`config.mk`:
```
export PLATFORM = sky130hd
export DESIGN_NAME = axis_frame_len_check
export DESIGN_NICKNAME = d
export VERILOG_FILES = /design/src/rtl/axis_frame_len_check_pkg.sv /design/src/rtl/axis_frame_len_check_pipe.sv /design/src/rtl/axis_frame_len_check.sv
export SDC_FILE = /design/constraint.sdc
export NUM_CORES = 1
export LEC_CHECK = 0
export BUFFER_PORTS_ARGS = -buffer_cell sky130_fd_sc_hd__buf_2
export CAP_MARGIN = 20
export CORE_MARGIN = 4
export CORE_UTILIZATION = 50
export CTS_CLUSTER_DIAMETER = 100
export DETAILED_ROUTE_END_ITERATION = 7
export PLACE_DENSITY = 0.71
export SETUP_SLACK_MARGIN = 0.1
export SLEW_MARGIN = 20
export SYNTH_ARGS = -nofsm -noshare
export SYNTH_HDL_FRONTEND = slang
export SYNTH_SLANG_ARGS = --single-unit
```
`constraint.sdc`:
```
create_clock -name clk -period 4.53 [get_ports clk]
set_input_delay 0.906 -clock clk [delete_from_list [all_inputs] [get_ports clk]]
set_output_delay 0.906 -clock clk [all_outputs]
set_load 0.01 [all_outputs]
```
`src/rtl/axis_frame_len_check_pkg.sv`:
```
// Shared types for the AXI-Stream frame length qualifier.
// Latency: n/a (types only).
// Backpressure: n/a.
package axis_frame_len_check_pkg;

  // Checker FSM: between frames, mid-frame, draining a truncated remainder
  typedef enum logic [1:0] {
    ST_IDLE = 2'd0,
    ST_PASS = 2'd1,
    ST_DROP = 2'd2
  } state_t;

  // Per-beat length compare result
  typedef struct packed {
    logic is_short;  // last beat arrived before the minimum length
    logic is_long;   // non-last beat hit the maximum length, frame is cut here
  } len_cmp_t;

endpackage

```
`src/rtl/axis_frame_len_check_pipe.sv`:
```
// One-entry registered AXI-Stream stage carrying a packed payload.
// Latency: 1 cycle from accepted input to output.
// Backpressure: ready = downstream ready | empty; holds output stable while stalled.
module axis_pipe_reg #(
  parameter int WIDTH = 10
) (
  input  logic             i_clk,
  input  logic             i_rst_n,
  input  logic [WIDTH-1:0] i_s_dat,
  input  logic             i_s_vld,
  output logic             o_s_rdy,
  output logic [WIDTH-1:0] o_m_dat,
  output logic             o_m_vld,
  input  logic             i_m_rdy
);

  logic [WIDTH-1:0] r_dat;
  logic             r_vld;

  assign o_s_rdy = i_m_rdy | ~r_vld;
  assign o_m_dat = r_dat;
  assign o_m_vld = r_vld;

  // Load a new beat whenever the register is empty or being drained this cycle
  always_ff @(posedge i_clk or negedge i_rst_n) begin
    if (!i_rst_n) begin
      r_vld <= 1'b0;
      r_dat <= '0;
    end else if (o_s_rdy) begin
      r_vld <= i_s_vld;
      if (i_s_vld) begin
        r_dat <= i_s_dat;
      end
    end
  end

endmodule

```
`src/rtl/axis_frame_len_check.sv`:
```
// Qualifies AXI-Stream frames by beat count; flags bad frames via tuser on tlast, truncates oversize ones.
// Latency: 1 cycle (single registered output stage), status pulses aligned with the loaded last beat.
// Backpressure: input ready follows the output register, except while draining a truncated frame (always ready).
module axis_frame_len_check
  import axis_frame_len_check_pkg::*;
#(
  parameter int DATA_WIDTH = 8,
  parameter int LEN_WIDTH  = 16
) (
  input  logic                  clk,
  input  logic                  rst_n,
  input  logic [LEN_WIDTH-1:0]  length_min,
  input  logic [LEN_WIDTH-1:0]  length_max,
  input  logic [DATA_WIDTH-1:0] input_axis_tdata,
  input  logic                  input_axis_tvalid,
  output logic                  input_axis_tready,
  input  logic                  input_axis_tlast,
  input  logic                  input_axis_tuser,
  output logic [DATA_WIDTH-1:0] output_axis_tdata,
  output logic                  output_axis_tvalid,
  input  logic                  output_axis_tready,
  output logic                  output_axis_tlast,
  output logic                  output_axis_tuser,
  output logic                  frame_good,
  output logic                  frame_bad,
  output logic                  err_short,
  output logic                  err_long
);

  localparam int PW = DATA_WIDTH + 2;
  localparam logic [LEN_WIDTH-1:0] ONE = {{(LEN_WIDTH-1){1'b0}}, 1'b1};

  state_t               r_state;
  logic [LEN_WIDTH-1:0] r_cnt;
  logic [LEN_WIDTH-1:0] r_min;
  logic [LEN_WIDTH-1:0] r_max;
  logic                 r_sticky;
  logic                 r_good;
  logic                 r_bad;
  logic                 r_short;
  logic                 r_long;

  logic                 w_idle;
  logic                 w_drop;
  logic                 w_fire;
  logic [LEN_WIDTH-1:0] w_cnt_next;
  logic [LEN_WIDTH-1:0] w_min;
  logic [LEN_WIDTH-1:0] w_max;
  logic                 w_sticky_next;
  len_cmp_t             w_cmp;
  logic                 w_bad;
  logic                 w_out_last;
  logic                 w_out_user;
  logic                 w_pipe_s_vld;
  logic                 w_pipe_s_rdy;
  logic [PW-1:0]        w_pipe_s_dat;
  logic [PW-1:0]        w_pipe_m_dat;

  assign w_idle = (r_state == ST_IDLE);
  assign w_drop = (r_state == ST_DROP);

  // While draining, swallow every input beat without touching the output register
  assign input_axis_tready = w_drop | w_pipe_s_rdy;
  assign w_pipe_s_vld      = input_axis_tvalid & ~w_drop;
  assign w_fire            = input_axis_tvalid & input_axis_tready;

  // The first beat of a frame uses the live limits; later beats use the shadows
  assign w_min         = w_idle ? length_min : r_min;
  assign w_max         = w_idle ? length_max : r_max;
  assign w_cnt_next    = w_idle ? ONE : ((&r_cnt) ? r_cnt : r_cnt + ONE);
  assign w_sticky_next = w_idle ? input_axis_tuser : (r_sticky | input_axis_tuser);

  // A beat carrying tlast is always a normal end of frame, even when it lands exactly on max
  always_comb begin
    w_cmp          = '0;
    w_cmp.is_short = input_axis_tlast & (w_cnt_next < w_min);
    w_cmp.is_long  = ~input_axis_tlast & (w_max != '0) & (w_cnt_next == w_max);
  end

  assign w_bad        = w_sticky_next | w_cmp.is_short;
  assign w_out_last   = input_axis_tlast | w_cmp.is_long;
  assign w_out_user   = input_axis_tlast ? w_bad : w_cmp.is_long;
  assign w_pipe_s_dat = {input_axis_tdata, w_out_last, w_out_user};

  axis_pipe_reg #(
    .WIDTH (PW)
  ) u_pipe (
    .i_clk   (clk),
    .i_rst_n (rst_n),
    .i_s_dat (w_pipe_s_dat),
    .i_s_vld (w_pipe_s_vld),
    .o_s_rdy (w_pipe_s_rdy),
    .o_m_dat (w_pipe_m_dat),
    .o_m_vld (output_axis_tvalid),
    .i_m_rdy (output_axis_tready)
  );

  assign output_axis_tdata = w_pipe_m_dat[PW-1:2];
  assign output_axis_tlast = w_pipe_m_dat[1];
  assign output_axis_tuser = w_pipe_m_dat[0];

  assign frame_good = r_good;
  assign frame_bad  = r_bad;
  assign err_short  = r_short;
  assign err_long   = r_long;

  // Frame FSM: track count/limits/error, pulse status as the closing beat loads into the output stage
  always_ff @(posedge clk or negedge rst_n) begin
    if (!rst_n) begin
      r_state  <= ST_IDLE;
      r_cnt    <= '0;
      r_min    <= '0;
      r_max    <= '0;
      r_sticky <= 1'b0;
      r_good   <= 1'b0;
      r_bad    <= 1'b0;
      r_short  <= 1'b0;
      r_long   <= 1'b0;
    end else begin
      r_good  <= 1'b0;
      r_bad   <= 1'b0;
      r_short <= 1'b0;
      r_long  <= 1'b0;
      if (w_fire) begin
        unique case (r_state)
          ST_IDLE, ST_PASS: begin
            if (w_idle) begin
              r_min <= length_min;
              r_max <= length_max;
            end
            r_cnt    <= w_cnt_next;
            r_sticky <= w_sticky_next;
            if (input_axis_tlast) begin
              r_state <= ST_IDLE;
              r_good  <= ~w_bad;
              r_bad   <= w_bad;
              r_short <= w_cmp.is_short;
            end else if (w_cmp.is_long) begin
              r_state <= ST_DROP;
              r_bad   <= 1'b1;
              r_long  <= 1'b1;
            end else begin
              r_state <= ST_PASS;
            end
          end
          ST_DROP: begin
            if (input_axis_tlast) begin
              r_state <= ST_IDLE;
            end
          end
          default: r_state <= ST_IDLE;
        endcase
      end
    end
  end

endmodule

```
# --- Word-level counts from Yosys, hierarchy flattened ---
# Index checks and enable logic that the tools add are counted.
word_totals:
  reg_bits: 66
  inputBits: 46
  output_inout_bits: 16
  elab_cells: 61
classes:
  add_sub_neg: 1
  order_cmp: 1
  eq_ne: 4
  muxes: 23
  bitwise: 14
  reduce_logical: 7
op_table:
  columns: ["op", "count"]
  rows:
  - ["16-bit 2-to-1 mux", 4]
  - ["16-bit by 1-bit adder with 16-bit output, second input constant", 1]
  - ["16-bit == test", 1]
  - ["16-bit less-than comparator", 1]
  - ["16-bit AND reduction", 1]
  - ["16-bit nonzero test", 1]
  - ["1-bit 2-to-1 mux", 15]
  - ["2-bit 2-to-1 mux", 3]
  - ["2-bit AND reduction", 3]
  - ["1-bit bitwise AND", 5]
  - ["1-bit OR", 5]
  - ["1-bit NOT", 4]
  - ["2-bit case mux with 2 select lines", 1]
  - ["2-bit by 1-bit == test with 1-bit output, second input constant", 1]
  - ["2-bit == test, second input constant", 1]
  - ["2-bit logical NOT", 1]
  - ["2-bit != test, second input constant", 1]
  - ["2-bit OR reduction", 1]

# --- Depth between registers and ports, before layout ---
# Gate-level depths: netlist of the first run.
logic_depth:
  word_depth: 10
  mapped_depth: 16
  ltp_nobuf: 15

# --- By module ---
# A second synthesis of the first run with hierarchy kept.
hier_totals:
  hier_cells: 391
  area_unflattened_um2: 4002.6
modules_own_cells:
  columns: ["mod", "instances", "cells_per_inst", "area_per_inst_um2", "seq_area_each_um2"]
  rows:
  - ["axis_frame_len_check", 1, 367, 3537.1, 1376.3]
  - ["axis_pipe_reg", 1, 24, 465.4, 275.3]

# --- Worst setup path before layout of the first run ---
# No wires, ideal clock.
synth_path:
  path_kind: "flip-flop to flip-flop"
  startpoint: "reg r_cnt[1]"
  endpoint: "reg u_pipe.r_dat[0], in the netlist u_pipe.o_m_dat[0]"
  setup_time_ps: 136
  arrival_time_ps: 3253
  t_required_ps: 4394
  setup_slack_ps: 1141
  path_stages_with_launch: 15
  path_buffers: 1
  period_less_slack_ps: 3389
  path_cell_list: "dfrtp_1 -> ha_1 -> buf_2 -> nand3_2 -> nor4_4 -> nor2_1 -> xnor2_1 -> nor2_1 -> ha_1 -> a21oi_1 -> or4_1 -> o2111a_1 -> a211o_1 -> nand2_1 -> a31oi_1"
synth_via:
  elab_chain_len: 7
  elab_cells_between_ends: 10
  cone_classes: "1 x add/sub; 1 x order compare; 1 x eq/ne; 3 x mux; 3 x bitwise; 1 x reduce/logical"
synth_lines:
  columns: ["item", "line_no", "source"]
  rows:
  - ["start: declaration", "axis_frame_len_check.sv:34", "logic [LEN_WIDTH-1:0] r_cnt;"]
  - ["start signal: assignment", "axis_frame_len_check.sv:131", "r_cnt <= w_cnt_next;"]
  - ["16-bit by 1-bit adder with 16-bit output / 16-bit AND reduction (equally long branches)", "axis_frame_len_check.sv:70", "assign w_cnt_next = w_idle ? ONE : ((&r_cnt) ? r_cnt : r_cnt + ONE);"]
  - ["16-bit 2-to-1 mux (*) (2 in series)", "axis_frame_len_check.sv:70", null]
  - ["via w_cnt_next[3]", "axis_frame_len_check.sv:46", "logic [LEN_WIDTH-1:0] w_cnt_next;"]
  - ["16-bit less-than comparator", "axis_frame_len_check.sv:76", "w_cmp.is_short = input_axis_tlast & (w_cnt_next < w_min);"]
  - ["1-bit bitwise AND", "axis_frame_len_check.sv:76", null]
  - ["1-bit OR", "axis_frame_len_check.sv:80", "assign w_bad = w_sticky_next | w_cmp.is_short;"]
  - ["1-bit 2-to-1 mux (*)", "axis_frame_len_check.sv:82", "assign w_out_user = input_axis_tlast ? w_bad : w_cmp.is_long;"]
  - ["end signal: assignment", "axis_frame_len_check_pipe.sv:32", "r_dat <= i_s_dat;"]
  - ["end: declaration", "axis_frame_len_check_pipe.sv:17", "logic [WIDTH-1:0] r_dat;"]
# The timed path passes the listed nets; every way through them passes the cells marked *.
# A chain may end at the register's enable or synchronous reset.

# --- Worst setup path after layout of the first run ---
layout_path:
  startpoint: "reg r_cnt[0]"
  endpoint: "reg u_pipe.r_dat[0], in the netlist u_pipe.o_m_dat[0]"
# The elaborated chain is that of the path after synthesis.

==> results of run 1 <==
-- layout make-up --
class | instances | area (um^2) | share of cell area, %
Multi-Input combinational cell | 365 | 2430 | 51.0
Tap cell | 105 | 131 | 2.76
Clock buffer | 9 | 124 | 2.60
Timing Repair Buffer | 64 | 328 | 6.89
Clock inverter | 7 | 78.8 | 1.66
Inverter | 5 | 18.8 | 0.394
Sequential cell | 66 | 1650 | 34.7
-- cells in the final DEF, fill, tap and decap left out, types with 8 or more instances in the layout --
| cell | count |
|---|---|
| nor2_1 | 32 |
| dfrtp_1 | 66 |
| xnor2_1 | 8 |
| xor2_1 | 9 |
| nand4_1 | 10 |
| nor4_1 | 12 |
| nor3_1 | 9 |
| nand3_1 | 13 |
| mux2i_1 | 20 |
| clkbuf_8 | 9 |
| ha_1 | 16 |
| nand2_1 | 104 |
| mux2_2 | 18 |
| o21ai_0 | 26 |
| buf_2 | 61 |
-- flip-flops by register name, summed over array words and instances, names as in the netlist --
signal and flops:
r_min 16, r_cnt 16, err_short 1, r_sticky 1
frame_bad 1, u_pipe.o_m_dat 10, r_state 2, frame_good 1
err_long 1, r_max 16, u_pipe.o_m_vld 1
-- final timing paths --
path / from / end / slack [ps] / cells after the start
worst max-delay path: r_cnt[0]$_DFFE_PN0P_ / u_pipe.o_m_dat[0]$_DFFE_PN0P_ / 570 / 13
worst min-delay path: u_pipe.o_m_dat[6]$_DFFE_PN0P_ / u_pipe.o_m_dat[6]$_DFFE_PN0P_ / 470 / 2
worst max register to register: r_cnt[0]$_DFFE_PN0P_ / u_pipe.o_m_dat[0]$_DFFE_PN0P_ / 570 / 13
worst min register to register: u_pipe.o_m_dat[6]$_DFFE_PN0P_ / u_pipe.o_m_dat[6]$_DFFE_PN0P_ / 470 / 2
max in group asynchronous: rst_n / r_cnt[14]$_DFFE_PN0P_ / 3010 / 2
min in group asynchronous: rst_n / u_pipe.o_m_dat[8]$_DFFE_PN0P_ / 560 / 1
-- worst register-to-register path: cells and delay by family (launching register included) --
family / cells / cell delay [ps]
and+or+nand+nor: 6 / 1610
adders and majority gates: 2 / 760
AOI/OAI and AO/OA: 4 / 740
DFF: 1 / 540
xor gates and xnor gates: 1 / 180
-- where the power goes --
part / internal [uW] / total, uW / switching (uW) / leakage [uW]
Combinational: 220 / 493 / 273 / 0.00131
Clock: 257 / 507 / 250 / 0.0000921
Sequential: 693 / 808 / 115 / 0.000830
-- routing by layer --
layer | share of wire [%] | vias up | GRT usage (%) | routed length (um)
li1 | - | 1752 | - | -
met1 | 45 | 1673 | 30.0 | 4730
met2 | 47 | 99 | 34.3 | 4930
met3 | 5.4 | 18 | 4.31 | 557
met4 | 1.7 | 0 | 5.67 | 180
met5 | 0 | - | 0 | 0
-- per-stage QoR --
stage	power [uW]	hold WS, ps	cells	util (%)
2_1_floorplan	1160	449	463	-
3_3_place_gp	1290	453	605	55.4
3_5_place_dp	1310	457	605	55.4
4_1_cts	1820	478	621	57.9
5_1_grt	1920	498	621	57.9
6_report	1810	474	621	57.9
-- cells by family after synthesis --
family / count (synthesis) / share of synthesized area [%]
DFF: 66 / 39.1
buffers and inverters: 32 / 3.56
AOI/OAI and AO/OA: 72 / 12.2
xor gates and xnor gates: 17 / 3.53
muxes: 38 / 9.55
and+or+nand+nor: 222 / 27.2
adders and majority gates: 16 / 4.74
==> qor.yml, run 1 <==
grt_pass1_wl_um: 17100
ys_async_sr_fraction_pct: 100
io_pins: 62
fp.coreArea_mm2: 0.00822
yosysTopAreaCellShare_pct: 39.1
ant_nets: 0
drc: 0
cts_resized: 0
finalCritPeriodShare_pct: 87.4
worstPathCellList: "ha_1 > nand3_2 > nor4_4 > nor2_1 > xnor2_1 > nor2_1 > ha_1 > a21oi_1 > or4_1 > o2111a_1 > a211o_1 > nand2_1 > a31oi_1"
cpPeakStageDelay_ps: 560
cap_violations: 0
cts_hold_buffers: 0
setup_ws_ps: 570
routed_wl_um: 10400
die_w_um: 99.9
drv_slew: 0
worstPathRequired_ps: 4730
ir_drop_v: 0.000231
gr-total-overflow: 0
start_kind: "flop"
dieArea_mm2: 0.00997
dp_hpwl_um: 7850
clk_latency_ps: 350
path_clk_slew_ps: 90
clock-sinks: 66
synth_cells: 463
critical-path-top-delay-family: "simple AND/OR/NAND/NOR gates"
yosys.area.top_type: "dfrtp_1"
setup_tns_ps: 0
cts_setup_buffers: 0
finalInstanceArea_mm2: 0.00476
firstDrtPassIters: 5
final-hold-violation-count: 0
grt_usage_pct: 21.5
wl_per_cell_um: 16.7
outcome: "complete, no violations"
diodes: 0
htreeDepth: 3
cts_tree: "built"
fillers: 759
worstPathArrival_ps: 4160
yosysSeqAreaShare_pct: 39.1
min_path_type: "flop to flop"
skew_ps: 15.0
netlist_top_cells_count: "104 x nand2_1, 66 x dfrtp_1, 33 x nor2_1"
period_minus_slack_ps: 3960
synth.avg_cell_area_um2: 9.12
synth.cell_area_mm2: 0.00422
synth_warnings: 0
grt_max_degree: 50
gp_congestion: 0.984
numCtsBuffers: 9
row_count: 33
clockBufferDepth: 2
syn_nets: 525
critPathKind: "flop to flop"
drtIter0Drc: 182
cp-end-kind: "flop"
tightest_slew_ps: 901
via_count: 3542
p_leak_uw: 0.00223
grt_antenna_before_repair: 0
slew_headroom_pct: 39.8
fmax_mhz: 253
place_area_mm2: 0.00456
drive_gt1_share_pct: 22.9
grt_pass1_vias: 3385
synth_edf_count: 0
rsz0062_at_grt: "false"
cpMaxStageDelayCell: "nor4_4"
areaGrowthSynthToFinish_pct: 12.7
synthTopCellsByArea: "dfrtp_1 39%, nand2_1 9.2%, mux2_2 4.8%"
cp_max_fo: 9
synth-seq-cells: 66
viasPerCell: 5.70
synth.distinct_cells: 65
post-synth-top-count-cell: "nand2_1"
die_h_um: 99.9
dp_slack_ps: 586
finalSetupViolCount: 0
root_buffer: "clkbuf_8"
io_buffers: 61
fin_nets: 573
synthFlopType: "dfrtp_1"
powerDensity_mw_per_mm2: 380
cp.buffers_inverters: 0
initial_core_util_pct: 51.4
No activity file was read; power rests on OpenSTA's default activity.
==> run 2: changes to the inputs <==
CORE_ASPECT_RATIO = 0.8   (was unset)
==> run 2 against run 1 <==
  * First-iteration DRC count up 24%
  * Via count up 3.6%
  * Core utilization grew 1.7 points
  * Sequential share of layout area shrank 0.31 points
  * Highest routed layer unchanged
  * Clock skew decreased by 3.0 ps
  * Total power increased by 3.7%
  * Clock-buffer cell count is the same
  * Non-clock buffer count rose by 2
  * Critical path depth unchanged
  * Global-route usage rose by 1.1 points
  * Wire length up 4.6%
  * Final area increased by 0.89%
==> qor.yml, run 2 (synthesized netlist as in run 1, its figures left out) <==
outcome: "complete, no violations"
root_buffer: "clkbuf_8"
grt_usage_pct: 22.7  # +1.1 points
firstDrtPassIters: 7  # +2
ant_nets: 0  # unchanged
final-hold-violation-count: 0  # unchanged
die_w_um: 111  # +11%
fmax_mhz: 255  # +0.93%
critPathKind: "flop to flop"
drtIter0Drc: 225  # +24%
cts_tree: "built"
min_path_type: "flop to flop"
final_cell_mix: "104 x nand2_1, 66 x dfrtp_1, 61 x buf_2, 32 x nor2_1, 26 x o21ai_0"
fp.coreArea_mm2: 0.00806  # -2.0%
clk_latency_ps: 350  # about the same
numCtsBuffers: 9  # unchanged
grt_pass1_vias: 3714  # +9.7%
setup_ws_ps: 607  # +36.5 ps
grt_antenna_before_repair: 0  # unchanged
areaGrowthSynthToFinish_pct: 13.8
p_int_uw: 1230  # +5.1%
cts_resized: 0  # unchanged
cts_hold_buffers: 0  # unchanged
r2r-start: "r_cnt[0]$_DFFE_PN0P_"
fin_nets: 575  # +0.35%
dp_slack_ps: 635  # +49.2 ps
grt_pass1_wl_um: 18400  # +7.1%
met1_usage_pct: 30.7  # +0.65 points
finalInstanceArea_mm2: 0.00480  # +0.89%
dp_hpwl_um: 8280  # +5.5%
tightest_slew_ps: 990  # +89.5 ps
seqCellArea_mm2: 0.00165  # unchanged
drc: 0  # unchanged
viasPerCell: 5.86  # +2.8%
seq_power_share_pct: 43.0  # -1.7 points
cts_setup_buffers: 0  # unchanged
die_h_um: 90.2  # -9.7%
sw_frac_of_total_pct: 34.4  # -0.87 points
worstPathArrival_ps: 4130  # -30 ps
busiest_layer: "met2"
setup_tns_ps: 0  # unchanged
met3_usage_pct: 6.51  # +2.2 points
ir_drop_v: 0.000270  # +17%
startpoint: "r_cnt[0]$_DFFE_PN0P_"
skew_ps: 12.0  # -3.00 ps
p_leak_uw: 0.00226  # +1.5%
grt_max_degree: 50  # unchanged
slew_headroom_pct: 34.0  # -5.8 points
grt.met2_usage_pct: 34.2  # -0.13 points
fillers: 740  # -2.5%
switchingPower_uw: 645  # +1.1%
cp_max_fo: 9  # unchanged
htreeDepth: 3  # unchanged
place_area_mm2: 0.00457  # +0.41%
io_buffers: 61  # unchanged
rsz0062_at_grt: "false"
multi_input_area_mm2: 0.00243  # unchanged
finalCritPeriodShare_pct: 86.6  # -0.81 points
cp-end-kind: "flop"
path_clk_slew_ps: 80  # about the same
hp-start: "u_pipe.o_m_dat[9]$_DFFE_PN0P_"
io_pins: 62  # unchanged
cpPeakStageDelay_ps: 580  # +20 ps
cap_violations: 0  # unchanged
drive_gt1_share_pct: 23.2  # +0.30 points
row_count: 29  # -12%
p_clk_share_pct: 30.1  # +2.1 points
largestRegisters: "r_cnt: 16 flops, r_max: 16 flops, r_min: 16 flops"
wl_per_cell_um: 17.4  # +3.8%
final_common_cell: "nand2_1"
diodes: 0  # unchanged
finalSetupViolCount: 0  # unchanged
dieArea_mm2: 0.00998  # about the same
gr-total-overflow: 0  # unchanged
powerDensity_mw_per_mm2: 391  # +2.8%
drv_slew: 0  # unchanged
clockBufferDepth: 2  # unchanged
comb_power_share_pct: 27.0  # -0.3 points
gp_congestion: 0.951  # -3.4%
clock-sinks: 66  # unchanged
initial_core_util_pct: 52.4  # +1.0 points
cpMaxStageDelayCell: "nor4_4"
worstPathCellList: "ha_1 > nand3_2 > nor4_4 > nor2_1 > xnor2_1 > nor2_1 > ha_1 > a21oi_1 > or4_1 > o2111a_1 > a211o_1 > nand2_1 > a31oi_1"
routed_wl_um: 10900  # +4.6%
via_count: 3671  # +3.6%
period_minus_slack_ps: 3920  # -36.5 ps
start_kind: "flop"
worstPathRequired_ps: 4740  # about the same
## run 2: cell count changes in the layout (fill, tap and decap cells not counted), sizes merged
cell / change
bufinv: +1
clkinv: +2
clkinvlp: -3
buf: +2
## run 2: routing by layer
metal | wire length, um | vias up
met5 | 0 | -
met4 | 282 | 0
met3 | 672 | 28
met2 | 4960 | 119
met1 | 4960 | 1760
li1 | - | 1764
## run 2: critical path, delay by kind of cell, from the launching register on
kind,cells,cell delay [ps]
XOR/XNOR,1,180
adder cells (fa/ha/maj),2,720
AND/OR/NAND/NOR,6,1610
flip-flops,1,530
AO/OA/AOI/OAI,4,730
## run 2: power by group through the flow
stage / logic, uW / registers [uW] / clock network (uW)
after floorplan: 377 / 780 / 0
after global placement: 487 / 809 / 0
after detailed placement: 503 / 814 / 0
after CTS: 507 / 803 / 579
after global routing: 567 / 821 / 605
final: 505 / 806 / 564
## run 2: worst paths after layout
kind | end | slack (ps) | cells after the start
worst max-delay path | u_pipe.o_m_dat[0]$_DFFE_PN0P_ | 610 | 13
worst min-delay path | u_pipe.o_m_dat[9]$_DFFE_PN0P_ | 480 | 2
worst max register to register | u_pipe.o_m_dat[0]$_DFFE_PN0P_ | 610 | 13
worst min register to register | u_pipe.o_m_dat[9]$_DFFE_PN0P_ | 480 | 2
max in group asynchronous | r_cnt[9]$_DFFE_PN0P_ | 2930 | 2
min in group asynchronous | r_cnt[1]$_DFFE_PN0P_ | 710 | 1
## run 2: cell type report
class	instances	area share [%]
Inverter	5	0.391
Clock inverter	7	2.14
Multi-Input combinational cell	365	50.5
Clock buffer	9	2.58
Sequential cell	66	34.4
Tap cell	108	2.81
Timing Repair Buffer	66	7.14
## run 2: per-stage QoR
step / power (uW) / cells / util [%] / hold slack (ps)
finish: 1880 / 626 / 59.6 / 479
global route: 1990 / 626 / 59.6 / 490
CTS: 1890 / 626 / 59.6 / 480
detailed placement: 1320 / 610 / 56.8 / 458
global placement: 1300 / 610 / 56.8 / 451
floorplan: 1160 / 463 / - / 449
==> run 3: changes to the inputs <==
GPL_TIMING_DRIVEN = 0   (was unset)
==> run 3 against run 2 <==
  * Sequential power shrank 2%
  * Die area unchanged
  * Wire length rose by 2.0%
  * Sequential cell count stayed put
  * Register-to-register slack lost 200 ps
  * Critical path depth is 1 lower
  * Final cell count grew 3.7%
  * Sequential share of layout area down 0.76 points
  * Setup slack worse by 200 ps
  * Combinational power increased by 4.6%
  * Critical path type unchanged
  * Critical endpoint is now frame_bad$_DFF_PN0_
  * Largest cell class unchanged
  * Highest routed layer unchanged
==> qor.yml, run 3 (synthesized netlist as in run 1, its figures left out) <==
outcome: "complete, no violations"
worstPathArrival_ps: 4340  # +210 ps
clock-sinks: 66  # unchanged
cp-end-kind: "flop"
dp_slack_ps: 460  # -175 ps
grt_pass1_vias: 3637  # -2.1%
root_buffer: "clkbuf_8"
cts_setup_buffers: 0  # unchanged
fillers: 719  # -2.8%
path_clk_slew_ps: 80  # about the same
clockBufferDepth: 2  # unchanged
cts_tree: "built"
finalCritPeriodShare_pct: 91.0  # +4.4 points
initial_core_util_pct: 52.4  # unchanged
fp.coreArea_mm2: 0.00806  # unchanged
setup_ws_ps: 406  # -201 ps
final_common_cell: "nand2_1"
ir_drop_v: 0.000249  # -8.0%
critPathKind: "flop to flop"
row_count: 29  # unchanged
finalSetupViolCount: 0  # unchanged
drv_slew: 0  # unchanged
via_count: 3773  # +2.8%
final_core_util_pct: 61.0  # +1.4 points
numCtsBuffers: 9  # unchanged
fin_nets: 598  # +4.0%
diodes: 0  # unchanged
slew_headroom_pct: 42.1  # +8.1 points
die_w_um: 111  # unchanged
drtIter0Drc: 239  # +6.2%
grt_max_degree: 44  # -12%
cap_violations: 0  # unchanged
wl_per_cell_um: 17.1  # -1.6%
power_uw: 1890  # +1.0%
routed_wl_um: 11100  # +2.0%
setup_tns_ps: 0  # unchanged
grt_usage_pct: 23.1  # +0.45 points
cp_max_fo: 10  # +1
rsz0062_at_grt: "false"
io_pins: 62  # unchanged
firstDrtPassIters: 5  # -2
largestRegisters: "r_cnt: 16 flops, r_max: 16 flops, r_min: 16 flops"
clk_latency_ps: 370  # +20 ps
htreeDepth: 3  # unchanged
grt_pass1_wl_um: 18500  # +1.0%
worst_hold_slack_ps: 434  # -44.3 ps
grt_antenna_before_repair: 0  # unchanged
ant_nets: 0  # unchanged
areaGrowthSynthToFinish_pct: 16.3
drive_gt1_share_pct: 23.7  # +0.49 points
powerDensity_mw_per_mm2: 386  # -1.2%
viasPerCell: 5.81  # -0.86%
p_leak_uw: 0.00233  # +2.8%
gr-total-overflow: 0  # unchanged
final-hold-violation-count: 0  # unchanged
die_h_um: 90.2  # unchanged
io_buffers: 61  # unchanged
cts_hold_buffers: 0  # unchanged
dp_hpwl_um: 8670  # +4.7%
period_minus_slack_ps: 4120  # +201 ps
skew_ps: 8.92  # -3.07 ps
gp_congestion: 0.912  # -4.1%
fmax_mhz: 242  # -4.9%
final_cell_mix: "104 x nand2_1, 69 x buf_2, 66 x dfrtp_1, 33 x nor2_1, 26 x o21ai_0"
worstPathRequired_ps: 4750  # about the same
tightest_slew_ps: 865  # -125 ps
dieArea_mm2: 0.00998  # unchanged
start_kind: "flop"
drc: 0  # unchanged
cts_resized: 0  # unchanged
min_path_type: "input port to asynchronous set/reset pin"
run 3: final cells by class:
type	instances	area [um^2]	share of cell area, %
multi-input cells	365	2420	49.3
flip-flops and latches	66	1650	33.6
repair buffers	62	328	6.68
clock buffers	10	138	2.80
well taps	108	135	2.75
plain buffers	27	131	2.68
clock inverters	6	88.8	1.81
inverters	5	18.8	0.382
run 3: critical path, stage by stage, from the launching register on:
cell and delay, ps:
dfrtp_1 450, nor2_1 240, buf_2 320, buf_1 560, clkbuf_1 460, nor2_1 150
ha_1 330, nand4_1 150, or4_1 550, o2111a_1 290, a211o_1 290, nand2_1 90
a21oi_1 80
run 3: power breakdown:
group | internal, uW | total [uW] | switching (uW)
Sequential | 694 | 793 | 99.1
Combinational | 229 | 528 | 298
Clock | 325 | 574 | 248
run 3: final timing paths:
kind | startpoint | endpoint | slack [ps] | depth (start not counted)
setup / recovery | r_state[1]$_DFFE_PN0P_ | frame_bad$_DFF_PN0_ | 410 | 12
hold / removal | rst_n | r_min[7]$_DFFE_PN0P_ | 430 | 1
setup reg to reg | r_state[1]$_DFFE_PN0P_ | frame_bad$_DFF_PN0_ | 410 | 12
hold reg to reg | u_pipe.o_m_dat[9]$_DFFE_PN0P_ | u_pipe.o_m_dat[9]$_DFFE_PN0P_ | 470 | 2
max in group asynchronous | rst_n | r_max[8]$_DFFE_PN0P_ | 3540 | 2
min in group clk | u_pipe.o_m_dat[9]$_DFFE_PN0P_ | u_pipe.o_m_dat[9]$_DFFE_PN0P_ | 470 | 2
run 3: through the flow:
stage | instance area, um^2 | instances
global placement | 4660 | 632
detailed placement | 4680 | 633
finish | 4910 | 649
CTS | 4910 | 649
floorplan | 4220 | 463
global route | 4910 | 649
run 3: routing by layer:
| metal | GRT usage, % | up-vias | wire length [um] |
|---|---|---|---|
| met2 | 35.4 | 126 | 4990 |
| met1 | 33.0 | 1825 | 5270 |
| met4 | 5.74 | 0 | 128 |
| met5 | 0 | - | 0 |
| li1 | - | 1807 | - |
| met3 | 5.50 | 15 | 697 |
